### src/rtl/bus_cycle_sequencer_if.sv
`default_nettype none
// ============================================================================
//  Module   : bus_cycle_sequencer_if
//  Purpose  : Host request, multiplexed external bus and readback signals
//             shared between bus_cycle_sequencer and its host.
//  Revision : 1.0 - initial release
// ============================================================================
interface bus_cycle_sequencer_if #(
    parameter int DATA_W   = 8,
    parameter int ADDR_W   = 8,
    parameter int NUM_REGS = 4
);
    localparam int SEL_W = $clog2(NUM_REGS);

    logic              pause;
    logic              req_valid;
    logic              req_ready;
    logic              req_rw;
    logic [ADDR_W-1:0] req_addr;
    logic [DATA_W-1:0] req_wdata;
    logic [DATA_W-1:0] ad_out;
    logic              ad_oe;
    logic [DATA_W-1:0] ad_in;
    logic              ALE;
    logic              En;
    logic              Rw;
    logic              rsp_valid;
    logic [DATA_W-1:0] rsp_rdata;
    logic [SEL_W-1:0]  regSelect;
    logic [DATA_W-1:0] dispReg;

    modport slave (
        input  pause, req_valid, req_rw, req_addr, req_wdata, ad_in, regSelect,
        output req_ready, ad_out, ad_oe, ALE, En, Rw, rsp_valid, rsp_rdata, dispReg
    );

    modport master (
        output pause, req_valid, req_rw, req_addr, req_wdata, ad_in, regSelect,
        input  req_ready, ad_out, ad_oe, ALE, En, Rw, rsp_valid, rsp_rdata, dispReg
    );
endinterface
`default_nettype wire

### src/rtl/bus_cycle_sequencer.sv
`default_nettype none
// ============================================================================
//  Module   : bus_cycle_sequencer
//  Purpose  : Runs ADDR/SETUP/STROBE/HOLD cycles on a multiplexed A/D bus and
//             keeps a small bank of readback registers fed by read data.
//  Revision : 1.0 - initial release
// ============================================================================
module bus_cycle_sequencer #(
    parameter int DATA_W   = 8,
    parameter int ADDR_W   = 8,
    parameter int ALE_CYC  = 2,
    parameter int EN_CYC   = 3,
    parameter int NUM_REGS = 4
) (
    input wire                 clk,
    input wire                 rst,
    bus_cycle_sequencer_if.slave bus
);
    localparam int SEL_W     = $clog2(NUM_REGS);
    localparam int c_MAX_CYC = (ALE_CYC > EN_CYC) ? ALE_CYC : EN_CYC;
    localparam int c_CNT_W   = (c_MAX_CYC > 1) ? $clog2(c_MAX_CYC) : 1;

    localparam logic [c_CNT_W-1:0] c_ALE_LAST = c_CNT_W'(ALE_CYC - 1);
    localparam logic [c_CNT_W-1:0] c_EN_LAST  = c_CNT_W'(EN_CYC - 1);

    localparam logic [2:0] c_IDLE   = 3'd0;
    localparam logic [2:0] c_ADDR   = 3'd1;
    localparam logic [2:0] c_SETUP  = 3'd2;
    localparam logic [2:0] c_STROBE = 3'd3;
    localparam logic [2:0] c_HOLD   = 3'd4;

    logic [2:0]         r_state;
    logic [2:0]         w_state_nxt;
    logic [c_CNT_W-1:0] r_cnt;
    logic [c_CNT_W-1:0] w_cnt_nxt;
    logic               r_rw;
    logic [ADDR_W-1:0]  r_addr;
    logic [DATA_W-1:0]  r_wdata;
    logic [DATA_W-1:0]  r_ad_out;
    logic [DATA_W-1:0]  r_rsp_rdata;
    logic [DATA_W-1:0]  r_regs [NUM_REGS];

    logic               w_accept;
    logic               w_to_setup;
    logic               w_capture;
    logic [SEL_W-1:0]   w_sel;

    // Acceptance ignores rst: the state register is held in reset anyway.
    assign w_accept   = (r_state == c_IDLE) && !bus.pause && bus.req_valid;
    assign w_to_setup = (r_state == c_ADDR) && !bus.pause && (r_cnt == c_ALE_LAST);
    assign w_capture  = (r_state == c_STROBE) && !bus.pause && (r_cnt == c_EN_LAST) && r_rw;
    assign w_sel      = SEL_W'(r_addr);

    always_ff @(posedge clk or posedge rst) begin
        if (rst) begin
            r_state <= c_IDLE;
            r_cnt   <= '0;
        end else begin
            r_state <= w_state_nxt;
            r_cnt   <= w_cnt_nxt;
        end
    end

    always_comb begin
        w_state_nxt = r_state;
        w_cnt_nxt   = r_cnt;
        if (!bus.pause) begin
            case (r_state)
                c_IDLE: begin
                    if (w_accept) begin
                        w_state_nxt = c_ADDR;
                        w_cnt_nxt   = '0;
                    end
                end
                c_ADDR: begin
                    if (r_cnt == c_ALE_LAST) begin
                        w_state_nxt = c_SETUP;
                        w_cnt_nxt   = '0;
                    end else begin
                        w_cnt_nxt = r_cnt + c_CNT_W'(1);
                    end
                end
                c_SETUP: begin
                    w_state_nxt = c_STROBE;
                    w_cnt_nxt   = '0;
                end
                c_STROBE: begin
                    if (r_cnt == c_EN_LAST) begin
                        w_state_nxt = c_HOLD;
                        w_cnt_nxt   = '0;
                    end else begin
                        w_cnt_nxt = r_cnt + c_CNT_W'(1);
                    end
                end
                c_HOLD:  w_state_nxt = c_IDLE;
                default: w_state_nxt = c_IDLE;
            endcase
        end
    end

    always_comb begin
        bus.req_ready = 1'b0;
        bus.ALE       = 1'b0;
        bus.En        = 1'b0;
        bus.ad_oe     = 1'b0;
        bus.Rw        = 1'b1;
        bus.rsp_valid = 1'b0;
        case (r_state)
            c_IDLE:   bus.req_ready = !bus.pause && !rst;
            c_ADDR: begin
                bus.ALE   = 1'b1;
                bus.ad_oe = 1'b1;
                bus.Rw    = r_rw;
            end
            c_SETUP: begin
                bus.ad_oe = !r_rw;
                bus.Rw    = r_rw;
            end
            c_STROBE: begin
                bus.En    = 1'b1;
                bus.ad_oe = !r_rw;
                bus.Rw    = r_rw;
            end
            c_HOLD: begin
                bus.ad_oe     = !r_rw;
                bus.Rw        = r_rw;
                bus.rsp_valid = r_rw;
            end
            default: ;
        endcase
    end

    // ad_out is registered so it keeps its last driven value through IDLE.
    always_ff @(posedge clk or posedge rst) begin
        if (rst) begin
            r_rw        <= 1'b1;
            r_addr      <= '0;
            r_wdata     <= '0;
            r_ad_out    <= '0;
            r_rsp_rdata <= '0;
        end else begin
            if (w_accept) begin
                r_rw     <= bus.req_rw;
                r_addr   <= bus.req_addr;
                r_wdata  <= bus.req_wdata;
                r_ad_out <= DATA_W'(bus.req_addr);
            end
            if (w_to_setup && !r_rw) begin
                r_ad_out <= r_wdata;
            end
            if (w_capture) begin
                r_rsp_rdata <= bus.ad_in;
            end
        end
    end

    always_ff @(posedge clk or posedge rst) begin
        if (rst) begin
            for (int i = 0; i < NUM_REGS; i++) begin
                r_regs[i] <= '0;
            end
        end else if (w_capture) begin
            r_regs[w_sel] <= bus.ad_in;
        end
    end

    assign bus.ad_out    = r_ad_out;
    assign bus.rsp_rdata = r_rsp_rdata;
    assign bus.dispReg   = r_regs[bus.regSelect];

endmodule
`default_nettype wire

### src/flat_wrapper.sv
// flat-port wrapper written by rule: the top's interface ports become plain ports
module bus_cycle_sequencer_flat 
#(
    parameter int DATA_W   = 8,
    parameter int ADDR_W   = 8,
    parameter int ALE_CYC  = 2,
    parameter int EN_CYC   = 3,
    parameter int NUM_REGS = 4
)
  (clk, rst, bus_pause, bus_req_valid, bus_req_rw, bus_req_addr, bus_req_wdata, bus_ad_in, bus_regSelect, bus_req_ready, bus_ad_out, bus_ad_oe, bus_ALE, bus_En, bus_Rw, bus_rsp_valid, bus_rsp_rdata, bus_dispReg);
  bus_cycle_sequencer_if #(.DATA_W(DATA_W), .ADDR_W(ADDR_W), .NUM_REGS(NUM_REGS)) bus_i ();
  input wire clk;
  input wire rst;
  input wire logic [$bits(bus_i.pause)-1:0] bus_pause;
  input wire logic [$bits(bus_i.req_valid)-1:0] bus_req_valid;
  input wire logic [$bits(bus_i.req_rw)-1:0] bus_req_rw;
  input wire logic [$bits(bus_i.req_addr)-1:0] bus_req_addr;
  input wire logic [$bits(bus_i.req_wdata)-1:0] bus_req_wdata;
  input wire logic [$bits(bus_i.ad_in)-1:0] bus_ad_in;
  input wire logic [$bits(bus_i.regSelect)-1:0] bus_regSelect;
  output wire logic [$bits(bus_i.req_ready)-1:0] bus_req_ready;
  output wire logic [$bits(bus_i.ad_out)-1:0] bus_ad_out;
  output wire logic [$bits(bus_i.ad_oe)-1:0] bus_ad_oe;
  output wire logic [$bits(bus_i.ALE)-1:0] bus_ALE;
  output wire logic [$bits(bus_i.En)-1:0] bus_En;
  output wire logic [$bits(bus_i.Rw)-1:0] bus_Rw;
  output wire logic [$bits(bus_i.rsp_valid)-1:0] bus_rsp_valid;
  output wire logic [$bits(bus_i.rsp_rdata)-1:0] bus_rsp_rdata;
  output wire logic [$bits(bus_i.dispReg)-1:0] bus_dispReg;
  assign bus_i.pause = bus_pause;
  assign bus_i.req_valid = bus_req_valid;
  assign bus_i.req_rw = bus_req_rw;
  assign bus_i.req_addr = bus_req_addr;
  assign bus_i.req_wdata = bus_req_wdata;
  assign bus_i.ad_in = bus_ad_in;
  assign bus_i.regSelect = bus_regSelect;
  assign bus_req_ready = bus_i.req_ready;
  assign bus_ad_out = bus_i.ad_out;
  assign bus_ad_oe = bus_i.ad_oe;
  assign bus_ALE = bus_i.ALE;
  assign bus_En = bus_i.En;
  assign bus_Rw = bus_i.Rw;
  assign bus_rsp_valid = bus_i.rsp_valid;
  assign bus_rsp_rdata = bus_i.rsp_rdata;
  assign bus_dispReg = bus_i.dispReg;
  bus_cycle_sequencer #(.DATA_W(DATA_W), .ADDR_W(ADDR_W), .ALE_CYC(ALE_CYC), .EN_CYC(EN_CYC), .NUM_REGS(NUM_REGS)) u_core (.clk(clk), .rst(rst), .bus(bus_i));
endmodule
### config.mk
export PLATFORM = sky130hd
export DESIGN_NAME = bus_cycle_sequencer_flat
export DESIGN_NICKNAME = d
export VERILOG_FILES = /design/src/rtl/bus_cycle_sequencer_if.sv /design/src/rtl/bus_cycle_sequencer.sv /design/src/flat_wrapper.sv
export SDC_FILE = /design/constraint.sdc
export NUM_CORES = 1
export LEC_CHECK = 0
export ABC_AREA = 1
export CORE_UTILIZATION = 51
export CTS_CLUSTER_SIZE = 12
export DETAILED_ROUTE_END_ITERATION = 8
export PLACE_DENSITY = 0.77
export SLEW_MARGIN = 25
export SYNTH_ARGS = -nofsm -noshare
export SYNTH_HDL_FRONTEND = slang
export SYNTH_SLANG_ARGS = --single-unit
### constraint.sdc
create_clock -name clk -period 2.6 [get_ports clk]
set_input_delay 0.39 -clock clk [delete_from_list [all_inputs] [get_ports clk]]
set_output_delay 0.39 -clock clk [all_outputs]
set_load 0.01 [all_outputs]
==> impl_metrics.tcl <==
set metrics [dict create \
    status "completed" \
    diodes 0 \
    p_leak_nw 1.96 \
    synth_area_sq_um 3070 \
    path_common_cell "clkdlybuf4s50_1" \
    vias_per_cell 5.45 \
    io_buffer_count 60 \
    regToRegEndpoint "u_core.r_regs[3]" \
    synthCells 365 \
    drt_iter0_drc 173 \
    critPathLaunchType "input pin" \
    grt_pass1_wl_um 12200 \
    grt_pass1_vias 2635 \
    slowest_delay_ns 0.57 \
    overflow 0 \
    cts_sinks 64 \
    cts_resized 0 \
    gp_congestion 0.906 \
    clk_path_buf_depth 2 \
    arrival_ns 2.07 \
    r2r_cells 7 \
    wire_per_inst_um 14.3 \
    hp-class "in -> async" \
    clk_latency_ns 0.33 \
    worst_slack_ns 0.144 \
    nNetsFinal 458 \
    p_per_area_nw_per_um2 831 \
    final_common_cell "nand2_1" \
    required_ns 2.21 \
    yosysWarnings 0 \
    dr.pass1.iters 4 \
    synth_cell_type_count 26 \
    coreArea_sq_um 5640 \
    htree_levels 3 \
    setup_viol 0 \
    fp.dieH_um 79.6 \
    fin_crit_ns 2.46 \
    r2r_start "u_core.r_rw" \
    ctsHoldBuffers 0 \
    ant_nets 0 \
    critical_path.max_fanout 11 \
    maxCapViolCount 0 \
    slew-limit-headroom_pct 62.5 \
    die_w_um 79.6 \
    synth-seq-cells 64 \
    grt_usage_pct 25.4 \
    finClkSkew_ns 0.00827 \
    clkTransAtPathRegs_ns 0.07 \
    fin_crit_sh_pct 94.5 \
    grt_max_degree 65 \
    slew_viol_final 0 \
    cts_root_buf "clkbuf_8" \
    r2r_slack_ns 0.96 \
    syn_to_final_growth_pct 27.9 \
    drc 0 \
    fillers 496 \
    synth_fp_nets 396 \
    ios 61 \
    crit_slowest_cell "clkdlybuf4s50_1" \
    die_area_sq_um 6340 \
    finalHoldViolations 0 \
    seq_area_frac_synth_pct 52.1 \
    post_cts_buffers 0 \
    hpwlAfterDp_um 5120 \
    start_util_pct 54.5 \
    post-place-ws_ns 0.153 \
    vias 2749 \
    syn_area_per_cell_sq_um 8.42 \
    rsz0062_at_grt "no" \
    drive_gt1_share_pct 10.9 \
    drt_wl_total_um 7230 \
    fin_setup_tns_ns 0 \
    antenna_found_initial 0 \
    worstPathCellList "clkdlybuf4s50_1 -> inv_1 -> buf_4 -> o21ai_0 -> o22ai_1 -> clkdlybuf4s50_1" \
    numCtsBuffers 9 \
    path_class "in -> out" \
    cts_tree "built" \
    clock.fmax_mhz 407 \
    layout_common_cells "nand2_1, dfrtp_1, clkdlybuf4s50_1" \
    row_count 27 \
    endpoint_kind "primary output" \
    vdd_drop_max_mv 0.474 \
    worstMarginPinSlew_ns 0.562 \
    finalPower_mw 3.27 \
]
==> layout make-up <==
type,count,area [sq um],share of cell area [%]
multi-input combinational,259,1270,32.4
clock inverter,5,55.1,1.40
tap,72,90.1,2.29
inverter,28,108,2.74
timing repair buffer,65,651,16.5
clock buffer,11,151,3.85
sequential,64,1600,40.8
==> kinds of logic after synthesis <==
family	synth area share, %
compound gates	11.5
flops	52.1
simple gates	29.9
buf+inv	6.43
==> cell usage after synthesis <==
master / n / share of area [%]
o21ai_0: 22 / 3.6
nand3_1: 38 / 6.2
nand4_1: 18 / 3.7
inv_2: 3 / 0.37
dfstp_2: 1 / 0.85
nand2_2: 1 / 0.20
nor2_4: 1 / 0.37
dfrtp_1: 63 / 51
a21oi_1: 2 / 0.33
buf_2: 5 / 0.81
buf_4: 1 / 0.24
inv_1: 24 / 2.9
buf_6: 4 / 1.5
nor2_8: 1 / 0.65
nand2_1: 106 / 13
o21bai_1: 3 / 0.73
clkinv_1: 1 / 0.12
o21ai_2: 11 / 3.1
nand2_4: 3 / 1.1
nor2_1: 28 / 3.4
o21ai_1: 13 / 2.1
clkbuf_1: 4 / 0.49
o22ai_1: 8 / 1.6
nand4_2: 1 / 0.41
nor2_2: 2 / 0.41
nand3_4: 1 / 0.57
==> how the worst max path moves through the flow <==
stage / startpoint / end / slack [ns] / depth (start not counted)
4_1_cts: u_core.r_state[2] / bus_Rw / 0.12 / 5
6_report: bus_regSelect[0] / bus_dispReg[3] / 0.14 / 6
5_1_grt: bus_regSelect[0] / bus_dispReg[3] / 0.01 / 6
2_1_floorplan: rst / u_core.bus.ad_out[0] / 0.61 / 1
3_3_place_gp: bus_regSelect[0] / bus_dispReg[4] / 0.17 / 6
3_5_place_dp: bus_regSelect[0] / bus_dispReg[3] / 0.15 / 6
==> sequential cells by signal, indices dropped and copies added, names as in the netlist <==
register,cells
u_core.r_wdata,8
u_core.r_state,3
u_core.bus.ad_out,8
u_core.r_regs,32
u_core.r_addr,2
u_core.r_rw,1
u_core.bus.rsp_rdata,8
u_core.r_cnt,2
==> report_power, final <==
group,internal (mW),switching (mW),total (mW)
Clock,0.491,0.377,0.868
Sequential,1.20,0.161,1.36
Combinational,0.449,0.589,1.04
==> metrics by stage <==
stage / area, sq um / util, % / hold slack (ns) / instances
after floorplan: 3070 / - / 0.444 / 365
after CTS: 3930 / 69.6 / 0.480 / 504
after global placement: 3720 / 66.0 / 0.463 / 488
final: 3930 / 69.7 / 0.481 / 504
after detailed placement: 3720 / 66.0 / 0.464 / 488
after global routing: 3930 / 69.7 / 0.501 / 504
==> metal layers <==
metal | track usage [%] | part of all wire (%)
met5 | 0 | 0
met4 | 9.27 | 1.1
met3 | 5.60 | 4.7
met2 | 42.6 | 51
met1 | 32.0 | 43
==> worst max-delay path, delay by kind of cell <==
family	cells	cell delay (ns)
buffers and inverters	4	1.44
AO/OA/AOI/OAI	2	0.24
(Power assumes the default switching activity.)
==> RTL change 1, RTL diff (same flow settings) <==
`NUM_REGS` is set to 4 in 3 places; all go to 8.
--- a/src/rtl/bus_cycle_sequencer_if.sv
+++ b/src/rtl/bus_cycle_sequencer_if.sv
@@ -10,3 +10,3 @@
     parameter int ADDR_W   = 8,
-    parameter int NUM_REGS = 4
+    parameter int NUM_REGS = 8
 );
--- a/src/rtl/bus_cycle_sequencer.sv
+++ b/src/rtl/bus_cycle_sequencer.sv
@@ -12,3 +12,3 @@
     parameter int EN_CYC   = 3,
-    parameter int NUM_REGS = 4
+    parameter int NUM_REGS = 8
 ) (
--- a/src/flat_wrapper.sv
+++ b/src/flat_wrapper.sv
@@ -7,3 +7,3 @@
     parameter int EN_CYC   = 3,
-    parameter int NUM_REGS = 4
+    parameter int NUM_REGS = 8
 )
Ports: changed (resized bus_regSelect); port bits go from 61 to 62. No check against the original RTL was run, so the function may have changed too.
==> RTL change 1 against the original RTL <==
  * Worst hold slack worse by 120 ps
  * Design area is 53% higher
  * Synthesized area is 64% higher
  * Highest routed layer unchanged
  * Critical path type is now flop to output pin
  * Setup slack better by 85 ps
  * Sequential cell count is 33 higher
  * Wire length is 83% higher
  * Total power is 43% higher
  * Combinational power is 53% higher
==> RTL change 1: results (changes against the original RTL) <==
timing:
  clock_skew_ps: 7.995  # -0.2706 ps
  worst_pin_slew_ps: 599.3  # +37.18 ps
critical_path:
  cp.arrival_ps: 1980  # -90 ps
  r2r_end: "u_core.bus.ad_out[3]"
  critPathCapture: "bus_Rw"
  cp-startpoint: "u_core.r_state[1]"
  worst-path-max-fanout: 6  # -5
power:
  switchingPower_mw: 1.714  # +52%
yosys:
  synth_cell_types: 24  # -7.7%
  synth_seq_area_share_pct: 48.16  # -4.0 points
  syn_inst: 644  # +76%
place:
  dpl.hpwl_mm: 8.811  # +72%
  gp_congestion: 0.9294  # +2.6%
  dp.cells: 809  # +66%
global_route:
  use_met3_pct: 3.382  # -2.2 points
  grt_pass1_wl_mm: 21.57  # +77%
  grt_pass1_vias: 4418  # +68%
  grt_usage_pct: 26.97  # +1.6 points
clock_network:
  clock_latency_ps: 360  # +30 ps
  path_clk_slew_ps: 90  # +20 ps
cells_and_area:
  fill_cells: 787  # +59%
  final_layout_size_suffix_gt1_share_pct: 9.456  # -1.4 points
drt:
  wl_met1_mm: 5.639  # +81%
  route.met3.wl_um: 858  # +150%
  routed_wl_mm: 13.20  # +83%
outcome:
  run_status: "finished clean"
==> RTL change 1: area by class of cell <==
type / instances / area share (%)
Inverter: 22 / 1.498
Clock inverter: 5 / 1.726
Clock buffer: 10 / 2.288
Timing Repair Buffer: 82 / 13.60
Multi-Input combinational cell: 482 / 37.83
Sequential cell: 97 / 40.37
Tap cell: 129 / 2.683
==> RTL change 1: per-stage QoR <==
stage | setup WS, ps | utilization (%) | total power [mW] | cell area [sq um] | hold slack (ps)
after global placement | 72.00 | 60.78 | 3.444 | 5723 | 456.7
after detailed placement | 60.50 | 60.78 | 3.476 | 5723 | 459.6
after CTS | 13.51 | 63.35 | 4.653 | 5964 | 370.4
after global routing | 103.5 | 63.89 | 4.906 | 6016 | 391.4
final | 228.9 | 63.89 | 4.653 | 6016 | 365.3
after floorplan | 1033 | - | 2.891 | 5046 | 444.2
==> RTL change 1: repair_timing <==
item                                    in CTS  in global routing
endpoints found under the setup margin       0                  8
setup buffers                                0                  1
resized for setup                            0                 14
==> RTL change 2, RTL diff (config.mk and constraints unchanged) <==
Made on the original files. Reset style: synchronous (`rst`), changed in 3 clocked blocks.
--- a/src/rtl/bus_cycle_sequencer.sv
+++ b/src/rtl/bus_cycle_sequencer.sv
@@ -53,3 +53,3 @@
 
-    always_ff @(posedge clk or posedge rst) begin
+    always_ff @(posedge clk) begin
         if (rst) begin
@@ -133,3 +133,3 @@
     // ad_out is registered so it keeps its last driven value through IDLE.
-    always_ff @(posedge clk or posedge rst) begin
+    always_ff @(posedge clk) begin
         if (rst) begin
@@ -156,3 +156,3 @@
 
-    always_ff @(posedge clk or posedge rst) begin
+    always_ff @(posedge clk) begin
         if (rst) begin
Formal check against the unedited RTL: differs if rst is asserted again (counterexample within 4 cycles, from zero or initial values and one cycle with rst high); with rst held inactive, the same outputs for 10 cycles.
==> RTL change 2 against the original RTL <==
  * Synthesized area shrank 7.7%
  * Wire length shrank 7.7%
  * Sequential cell count is the same
  * Setup slack gained 24 ps
  * Register-to-register slack lost 350 ps
  * Count of clock-buffer cells in the layout grew 2
  * Die area shrank 7.5%
  * Design area shrank 4.6%
  * Highest routed layer unchanged
Power is not compared: it rests on default switching activity, and its combinational part moved more than twofold at a synthesized area within 25%.
==> RTL change 2: results (changes against the original RTL) <==
clock_network:
  post_cts_resized: 0  # unchanged
  cts_setup_buffers: 0  # unchanged
  cts-root-buf: "clkbuf_8"
  path_clk_slew_ps: 60
  cts_made_buffers: 9  # unchanged
cells_and_area:
  n_antenna_cell: 0  # unchanged
  largest_reg_flops: 32  # unchanged
  fill_cells: 413  # -17%
  largest_register: "u_core.r_regs"
  final_layout_size_suffix_gt1_share_pct: 8.845  # -2.0 points
  layout.nets: 433  # -5.5%
power:
  ir_drop_mv: 0.3221
  p_leak_nw: 1.538
drt:
  routed_wl_mm: 6.666  # -7.7%
  dr.pass1.iters: 5  # +1
  drt_iter0_markers: 152  # -12%
  vias: 2510  # -8.7%
place:
  portBuffers: 60  # unchanged
  dpl.hpwl_mm: 4.612  # -9.8%
  gp_congestion: 0.8263  # -8.8%
yosys:
  synth_compound_area_share_pct: 10.89  # -0.63 points
  synth_commonest_cells: "71 x nor2_1, 46 x nand2_1, 35 x inv_1, 35 x nand3_1"
  async_flop_share_pct: 0  # -100 points
  synth_seq_area_share_pct: 56.44  # +4.3 points
  netlist_top_cells_area: "edfxtp_1 34%, dfxtp_1 23%, nor2_1 9.4%"
  synth.mux.area_fraction_pct: 0  # unchanged
  synth_cell_types: 23  # -12%
  synth_edf_count: 32  # +32
  yosysWarnings: 0  # unchanged
  synth.net_count: 365  # -7.8%
  netlist.area_leader.share_pct: 33.86  # -17 points
outcome:
  run_status: "finished clean"
timing:
  worst_pin_slew_ps: 551.6  # -10.51 ps
  clock_skew_ps: 4.707  # -3.559 ps
  slew_violations: 0  # unchanged
critical_path:
  crit_slowest_cell: "clkdlybuf4s50_1"
  rr_worst_depth: 6  # -1
  rrSetupSlack_ps: 610  # -350 ps
  cp_top_family: "buffers and inverters"
  worst-path-max-fanout: 9  # -2
  cp.arrival_ps: 2040  # -30 ps
worst_hold_path:
  hold_class: "flop to flop"
  holdPathStages: 2
global_route:
  grt_max_degree: 23  # -65%
  grt_pass1_wl_mm: 11.03  # -9.2%
  grt_usage_pct: 24.21  # -1.2 points
  grt_pass1_vias: 2417  # -8.3%
[RTL change 2: routing by layer]
layer | GRT usage (%) | share of wire (%) | routed length, um | up-vias
met5 | 0 | 0 | 0 | -
met4 | 12.88 | 3.2 | 211 | 0
met3 | 4.910 | 6.4 | 425 | 21
met2 | 41.53 | 50 | 3319 | 112
met1 | 28.48 | 41 | 2709 | 1134
li1 | - | - | - | 1243
[RTL change 2: worst paths after layout]
| kind | to | from |
|---|---|---|
| setup / recovery | bus_dispReg[7] | bus_regSelect[1] |
| hold / removal | u_core.r_wdata[1] | u_core.r_wdata[1] |
| setup reg to reg | u_core.r_regs[1][2] | u_core.r_state[1] |
| hold reg to reg | u_core.r_wdata[1] | u_core.r_wdata[1] |
[RTL change 2: logic make-up (layout without fill, tap and decap cells)]
kind of cell	after synthesis	count (layout)
buffers and inverters	48	121
flip-flops	64	64
AND/OR/NAND/NOR	165	165
AO/OA/AOI/OAI	57	57
[RTL change 2: layout make-up]
| class | count | share of cell area, % |
|---|---|---|
| clock buffers | 13 | 4.236 |
| multi-input cells | 222 | 27.62 |
| clock inverters | 3 | 1.701 |
| well taps | 70 | 2.335 |
| repair buffers | 69 | 17.81 |
| inverters | 36 | 3.602 |
| flip-flops and latches | 64 | 42.70 |
[RTL change 2: stage by stage]
step                      utilization (%)  cell area, sq um  cells  setup WS, ps  hold WS [ps]
after floorplan                         -              2838    334         663.6         430.1
after global placement              67.37              3528    461         233.7         439.6
after detailed placement            67.37              3528    461         188.2         445.0
after CTS                           71.62              3751    477         178.2         455.5
after global routing                71.62              3751    477         11.46         466.5
final                               71.62              3751    477         168.1         455.1
[RTL change 2: worst min-delay path, stage by stage, from the launching register on]
cell	delay, ps
dfxtp_1	300
inv_1	60
a21oi_1	50
[RTL change 2: power breakdown]
part | internal, mW | switching (mW)
logic | 0.130 | 0.152
registers | 1.10 | 0.0235
clock network | 0.590 | 0.367
total | 1.82 | 0.542
